<file path="src/rtl/serial_tx_if.sv">
// Command-processor to UART transmitter handshake: request, byte, busy and done.
interface serial_tx_if;
    logic       txStart;
    logic [7:0] txData;
    logic       txBusy;
    logic       txDone;

    modport master (output txStart, output txData, input txBusy, input txDone);
    modport slave  (input txStart, input txData, output txBusy, output txDone);
endinterface

</file>
<file path="src/rtl/serial_tx.sv">
// Byte-wide UART transmitter: start bit, 8 data bits LSB first, optional parity, 1 or 2 stop bits.
module serial_tx #(
    parameter int unsigned CLKS_PER_BIT = 434,
    parameter int unsigned PARITY       = 0,
    parameter int unsigned STOP_BITS    = 1
) (
    input  logic        clk,
    input  logic        reset,
    serial_tx_if.slave  bus,
    output logic        txd
);

    localparam int unsigned CNT_W = 16;
    localparam int unsigned BIT_W = 3;

    typedef enum logic [2:0] {IDLE, START, DATA, PAR, STOP} state_t;

    state_t             state, state_n;
    logic [CNT_W-1:0]   baud_cnt, baud_n;
    logic [BIT_W-1:0]   bit_cnt, bit_n;
    logic               stop_cnt, stop_n;
    logic [7:0]         shift, shift_n;
    logic               par_bit, par_n;
    logic               txd_n;
    logic               busy_q, busy_n;
    logic               done_q, done_n;
    logic               bit_end;
    logic               load;

    assign bus.txBusy = busy_q;
    assign bus.txDone = done_q;
    assign bit_end    = (baud_cnt == CNT_W'(CLKS_PER_BIT - 1));

    // State and datapath registers; txd is registered from the next-state decode.
    always_ff @(posedge clk) begin
        if (reset) begin
            state    <= IDLE;
            baud_cnt <= '0;
            bit_cnt  <= '0;
            stop_cnt <= 1'b0;
            shift    <= '0;
            par_bit  <= 1'b0;
            txd      <= 1'b1;
            busy_q   <= 1'b0;
            done_q   <= 1'b0;
        end else begin
            state    <= state_n;
            baud_cnt <= baud_n;
            bit_cnt  <= bit_n;
            stop_cnt <= stop_n;
            shift    <= shift_n;
            par_bit  <= par_n;
            txd      <= txd_n;
            busy_q   <= busy_n;
            done_q   <= done_n;
        end
    end

    // Next-state, bit timing and line level; a request at the final stop edge chains straight into a new start bit.
    always_comb begin
        state_n = state;
        baud_n  = baud_cnt;
        bit_n   = bit_cnt;
        stop_n  = stop_cnt;
        shift_n = shift;
        par_n   = par_bit;
        txd_n   = 1'b1;
        busy_n  = busy_q;
        done_n  = 1'b0;
        load    = 1'b0;

        case (state)
            IDLE: begin
                baud_n = '0;
                busy_n = 1'b0;
                load   = bus.txStart;
            end
            START: begin
                txd_n = 1'b0;
                if (bit_end) begin
                    baud_n  = '0;
                    state_n = DATA;
                    txd_n   = shift[0];
                end else begin
                    baud_n = baud_cnt + CNT_W'(1);
                end
            end
            DATA: begin
                txd_n = shift[0];
                if (bit_end) begin
                    baud_n  = '0;
                    shift_n = {1'b0, shift[7:1]};
                    if (bit_cnt == BIT_W'(7)) begin
                        bit_n = '0;
                        if (PARITY != 0) begin
                            state_n = PAR;
                            txd_n   = par_bit;
                        end else begin
                            state_n = STOP;
                            txd_n   = 1'b1;
                        end
                    end else begin
                        bit_n = bit_cnt + BIT_W'(1);
                        txd_n = shift[1];
                    end
                end else begin
                    baud_n = baud_cnt + CNT_W'(1);
                end
            end
            PAR: begin
                txd_n = par_bit;
                if (bit_end) begin
                    baud_n  = '0;
                    state_n = STOP;
                    txd_n   = 1'b1;
                end else begin
                    baud_n = baud_cnt + CNT_W'(1);
                end
            end
            STOP: begin
                if (bit_end) begin
                    baud_n = '0;
                    if (stop_cnt == 1'(STOP_BITS - 1)) begin
                        done_n  = 1'b1;
                        busy_n  = 1'b0;
                        state_n = IDLE;
                        load    = bus.txStart;
                    end else begin
                        stop_n = stop_cnt + 1'b1;
                    end
                end else begin
                    baud_n = baud_cnt + CNT_W'(1);
                end
            end
            default: begin
                state_n = IDLE;
            end
        endcase

        if (load) begin
            state_n = START;
            shift_n = bus.txData;
            par_n   = (PARITY == 1) ? ~(^bus.txData) : (^bus.txData);
            busy_n  = 1'b1;
            baud_n  = '0;
            bit_n   = '0;
            stop_n  = 1'b0;
            txd_n   = 1'b0;
        end
    end

endmodule

</file>
<file path="src/flat_wrapper.sv">
// flat-port wrapper written by rule: the top's interface ports become plain ports
module serial_tx_flat 
#(
    parameter int unsigned CLKS_PER_BIT = 434,
    parameter int unsigned PARITY       = 0,
    parameter int unsigned STOP_BITS    = 1
)
  (clk, reset, txd, bus_txStart, bus_txData, bus_txBusy, bus_txDone);
  serial_tx_if bus_i ();
  input  logic clk;
  input  logic reset;
  output logic txd;
  input wire logic [$bits(bus_i.txStart)-1:0] bus_txStart;
  input wire logic [$bits(bus_i.txData)-1:0] bus_txData;
  output wire logic [$bits(bus_i.txBusy)-1:0] bus_txBusy;
  output wire logic [$bits(bus_i.txDone)-1:0] bus_txDone;
  assign bus_i.txStart = bus_txStart;
  assign bus_i.txData = bus_txData;
  assign bus_txBusy = bus_i.txBusy;
  assign bus_txDone = bus_i.txDone;
  serial_tx #(.CLKS_PER_BIT(CLKS_PER_BIT), .PARITY(PARITY), .STOP_BITS(STOP_BITS)) u_core (.clk(clk), .reset(reset), .bus(bus_i), .txd(txd));
endmodule
</file>
<file path="config.mk">
export PLATFORM = sky130hd
export DESIGN_NAME = serial_tx_flat
export DESIGN_NICKNAME = d
export VERILOG_FILES = /design/src/rtl/serial_tx_if.sv /design/src/rtl/serial_tx.sv /design/src/flat_wrapper.sv
export SDC_FILE = /design/constraint.sdc
export NUM_CORES = 1
export LEC_CHECK = 0
export ABC_AREA = 1
export BUFFER_PORTS_ARGS = -buffer_cell sky130_fd_sc_hd__buf_2
export CAP_MARGIN = 5
export CORE_MARGIN = 4
export CORE_UTILIZATION = 55
export DETAILED_ROUTE_END_ITERATION = 10
export GPL_TIMING_DRIVEN = 0
export PLACE_DENSITY_LB_ADDON = 0.08
export SETUP_SLACK_MARGIN = 0.05
export SYNTH_ARGS = -nofsm -noshare
export SYNTH_HDL_FRONTEND = slang
export SYNTH_SLANG_ARGS = --single-unit
</file>
<file path="constraint.sdc">
create_clock -name clk -period 5.1 [get_ports clk]
set_clock_uncertainty 0.05 [all_clocks]
set_input_delay 0.255 -clock clk [delete_from_list [all_inputs] [get_ports clk]]
set_output_delay 0.255 -clock clk [all_outputs]
set_load 0.02 [all_outputs]
</file>
==> reports/results.txt <==
Post-cts sizing count = 0
Max_cap viols = 0
Final nets = 368
Clock tree buffer depth = 2
Die Area = 0.004970 mm^2
CORE AREA = 0.003716 mm^2
Die W = 70.50 um
Area leader, netlist = dfxtp_1
Number of port buffers = 13
Yosys top cell area share = 0.3168
Worst Min Path Start = reset
Ant. Diodes = 0
Static leakage = 1.054 nW
# fillers = 389
Slew Viols, Final = 0
Clock insertion delay at the later pin of the skew report = 0.28 ns
Sw Share = 0.4425
Clk sinks = 34
Net switching power figure = 0.4657 mW
Register area = 680.7 um^2
Required time worst endpoint = 5.23 ns
Mapped cell area = 0.002148 mm^2
Die height = 70.50 um
Layout cells sized above 1 = 0.1158
GPL Wtd Cong = 0.9260
# DRC = 0
TNS Setup = 0 ns
Worst Path Buf+Inv = 2
First-pass GRT wire length = 8666 um
Crit path time final = 2.023 ns
Post-synthesis cell type count = 30
Drt wl/cell = 12.41 um
Crit start category = flop
Slowest CP cell = dfxtp_1
Min-delay worst type = input pin to flop
Largest delay contributor family on the critical path = simple AND/OR/NAND/NOR gates
TritonCTS clock tree = done
Pwr per Cell Area = 445.1 mW/mm^2
Setup slack, reg-to-reg = 3.08 ns
Pin count of the biggest net entering global routing = 11
GRT Total Usage = 0.2100
Worst slew pin tran = 0.4979 ns
Reg2reg path depth = 11
Worst reg2reg path startpoint = u_core.baud_cnt[0]
Outcome = finished, final reports clean
CTS Buf Count = 5
Crit-path most repeated cell = nand2_4
Number of cells produced by synthesis = 333
CP arrival = 2.15 ns
Avg Cell Area, Syn = 6.451 um^2
CP endpoint kind = flop
Total gr overflow = 0
Crit-path cells = ha_1 > inv_1 > nor2_1 > nand2_1 > nor2_8 > nand2_4 > nand2_8 > nand2_4 > nand2_4 > buf_4 > nor2_1
H-tree depth = 2
Kind of critical path = flop to flop
Multi-input gate area = 0.001261 mm^2
RSZ-0062 raised after global routing = no
Clock group share of total power = 0.193
Top Ports = 14
Slowest Stage Delay on Critical Path = 0.47 ns
HPWL after detailed placement = 3810 um
Seq cells post-synth = 34
Final ANT Viol Nets = 0
R2r endpoint = u_core.state[2]
Hold Buf Count CTS = 0
Maximum VDD drop = 453.3 uV
Reg power frac = 0.340
CP Max Fanout = 10
Routed vias/inst = 5.323
Initial antenna violation count = 0
Root buf cell = clkbuf_8
Fmax = 494.3 MHz
Starting Density = 0.5781
Hold path depth = 2
Tcrit/Tclk final = 0.3967
Syn nets = 348
Int Pwr = 0.5867 mW
Comb power frac = 0.468
Fin. Hold Viols = 0
Sequential-to-total area share from yosys stat = 0.3168
Total iterations of the first detailed-routing run = 5
1st-iter DRT viols = 156
Final wirelength = 4988 um
Via count = 2,140
Area grow syn2layout = 10.08%
Worst-path clk slew = 0.07 ns
Design Area, Final = 0.002365 mm^2
Row count = 22
Vias in the first global route = 1,929
Slew headroom = 0.6680
Finish-stage setup viols = 0
Worst Hold End = u_core.bus.txDone
Dominant cells by area after synthesis = dfxtp_1, nand2_1, nand3_1, nor2_1, inv_1
Setup Buffers After CTS = 0
Area after DPL = 0.002273 mm^2
Yosys warns = 0
## synth_stat cells (all sizes together)
library cell	number
nor2	44
ha	4
dfxtp	34
a21oi	24
nand2	92
inv	39
nand3b	1
a32oi	1
or2	2
clkinv	2
xor2	4
nand3	42
o21ai	8
xnor2	7
nor4	1
buf	7
o22ai	2
clkbuf	2
nor3	2
nand4	15
## layout by cell type, fill, tap and decap left out, types with 3 or more instances in the layout
master	instances
a21oi_1	24
buf_2	18
clkbuf_1	3
clkbuf_8	6
dfxtp_1	34
ha_1	4
inv_1	38
nand2_1	83
nand2_2	5
nand2_4	3
nand3_1	42
nand4_1	15
nor2_1	41
o21ai_0	5
o21ai_1	3
xnor2_1	7
xor2_1	4
## per-stage QoR
step	std cells	hold WS [ns]	power (mW)	util	setup slack, ns
3_5_place_dp	394	0.4033	0.8515	0.6118	3.082
6_report	402	0.1151	1.052	0.6364	3.077
5_1_grt	402	0.1319	1.140	0.6364	2.888
3_3_place_gp	394	0.4004	0.8446	0.6118	3.096
2_1_floorplan	333	0.2837	0.7351	-	3.423
4_1_cts	402	0.1167	1.058	0.6364	3.068
## final cells by class
cell class                 instances  area share
multi-input combinational        249      0.5333
sequential                        34      0.2878
inverter                          41     0.06561
clock buffer                       7     0.03651
timing repair buffer              13     0.02751
tap                               48     0.02540
buffer                             9     0.02169
clock inverter                     1    0.002116
## kinds of logic (layout without fill, tap and decap cells)
logic type | Yosys count | after routing | synth area share
adder cells (fa/ha/maj) | 4 | 4 | 0.02330
AND/OR/NAND/NOR | 199 | 199 | 0.4345
AO/OA/AOI/OAI | 35 | 35 | 0.08445
buffers and inverters | 50 | 71 | 0.09609
XOR/XNOR | 11 | 11 | 0.04484
flip-flops | 34 | 34 | 0.3168
## flip-flops by register name, indices dropped and copies added, names as in the netlist
name               count
u_core.bit_cnt         3
u_core.baud_cnt       16
u_core.par_bit         1
u_core.state           3
u_core.shift           8
u_core.bus.txBusy      1
u_core.bus.txDone      1
u_core.txd             1
## metal layers
| layer | routed length (um) | vias to the layer above | GRT usage |
|---|---|---|---|
| li1 | - | 1123 | - |
| met1 | 2553 | 979 | 0.3057 |
| met2 | 2182 | 36 | 0.3243 |
| met3 | 227 | 2 | 0.04029 |
| met4 | 24 | 0 | 0.03830 |
| met5 | 0 | - | 0 |
## power groups by stage
stage                     registers [mW]  clock network (mW)  logic [mW]
final                              0.357               0.203       0.492
after global routing               0.364               0.218       0.559
after floorplan                    0.362                   0       0.373
after detailed placement           0.362                   0       0.489
after global placement             0.361                   0       0.483
after CTS                          0.357               0.208       0.493
## how the worst max path moves through the flow
| stage | cells past startpoint | to | slack (ns) | from |
|---|---|---|---|---|
| 2_1_floorplan | 11 | u_core.shift[2] | 3.42 | u_core.baud_cnt[0] |
| 6_report | 11 | u_core.state[2] | 3.08 | u_core.baud_cnt[0] |
| 4_1_cts | 11 | u_core.baud_cnt[8] | 3.07 | u_core.baud_cnt[0] |
| 3_5_place_dp | 11 | u_core.state[2] | 3.08 | u_core.baud_cnt[0] |
| 3_3_place_gp | 11 | u_core.baud_cnt[3] | 3.10 | u_core.baud_cnt[0] |
| 5_1_grt | 11 | u_core.state[2] | 2.89 | u_core.baud_cnt[0] |
Power figures use the tool's default switching activity.
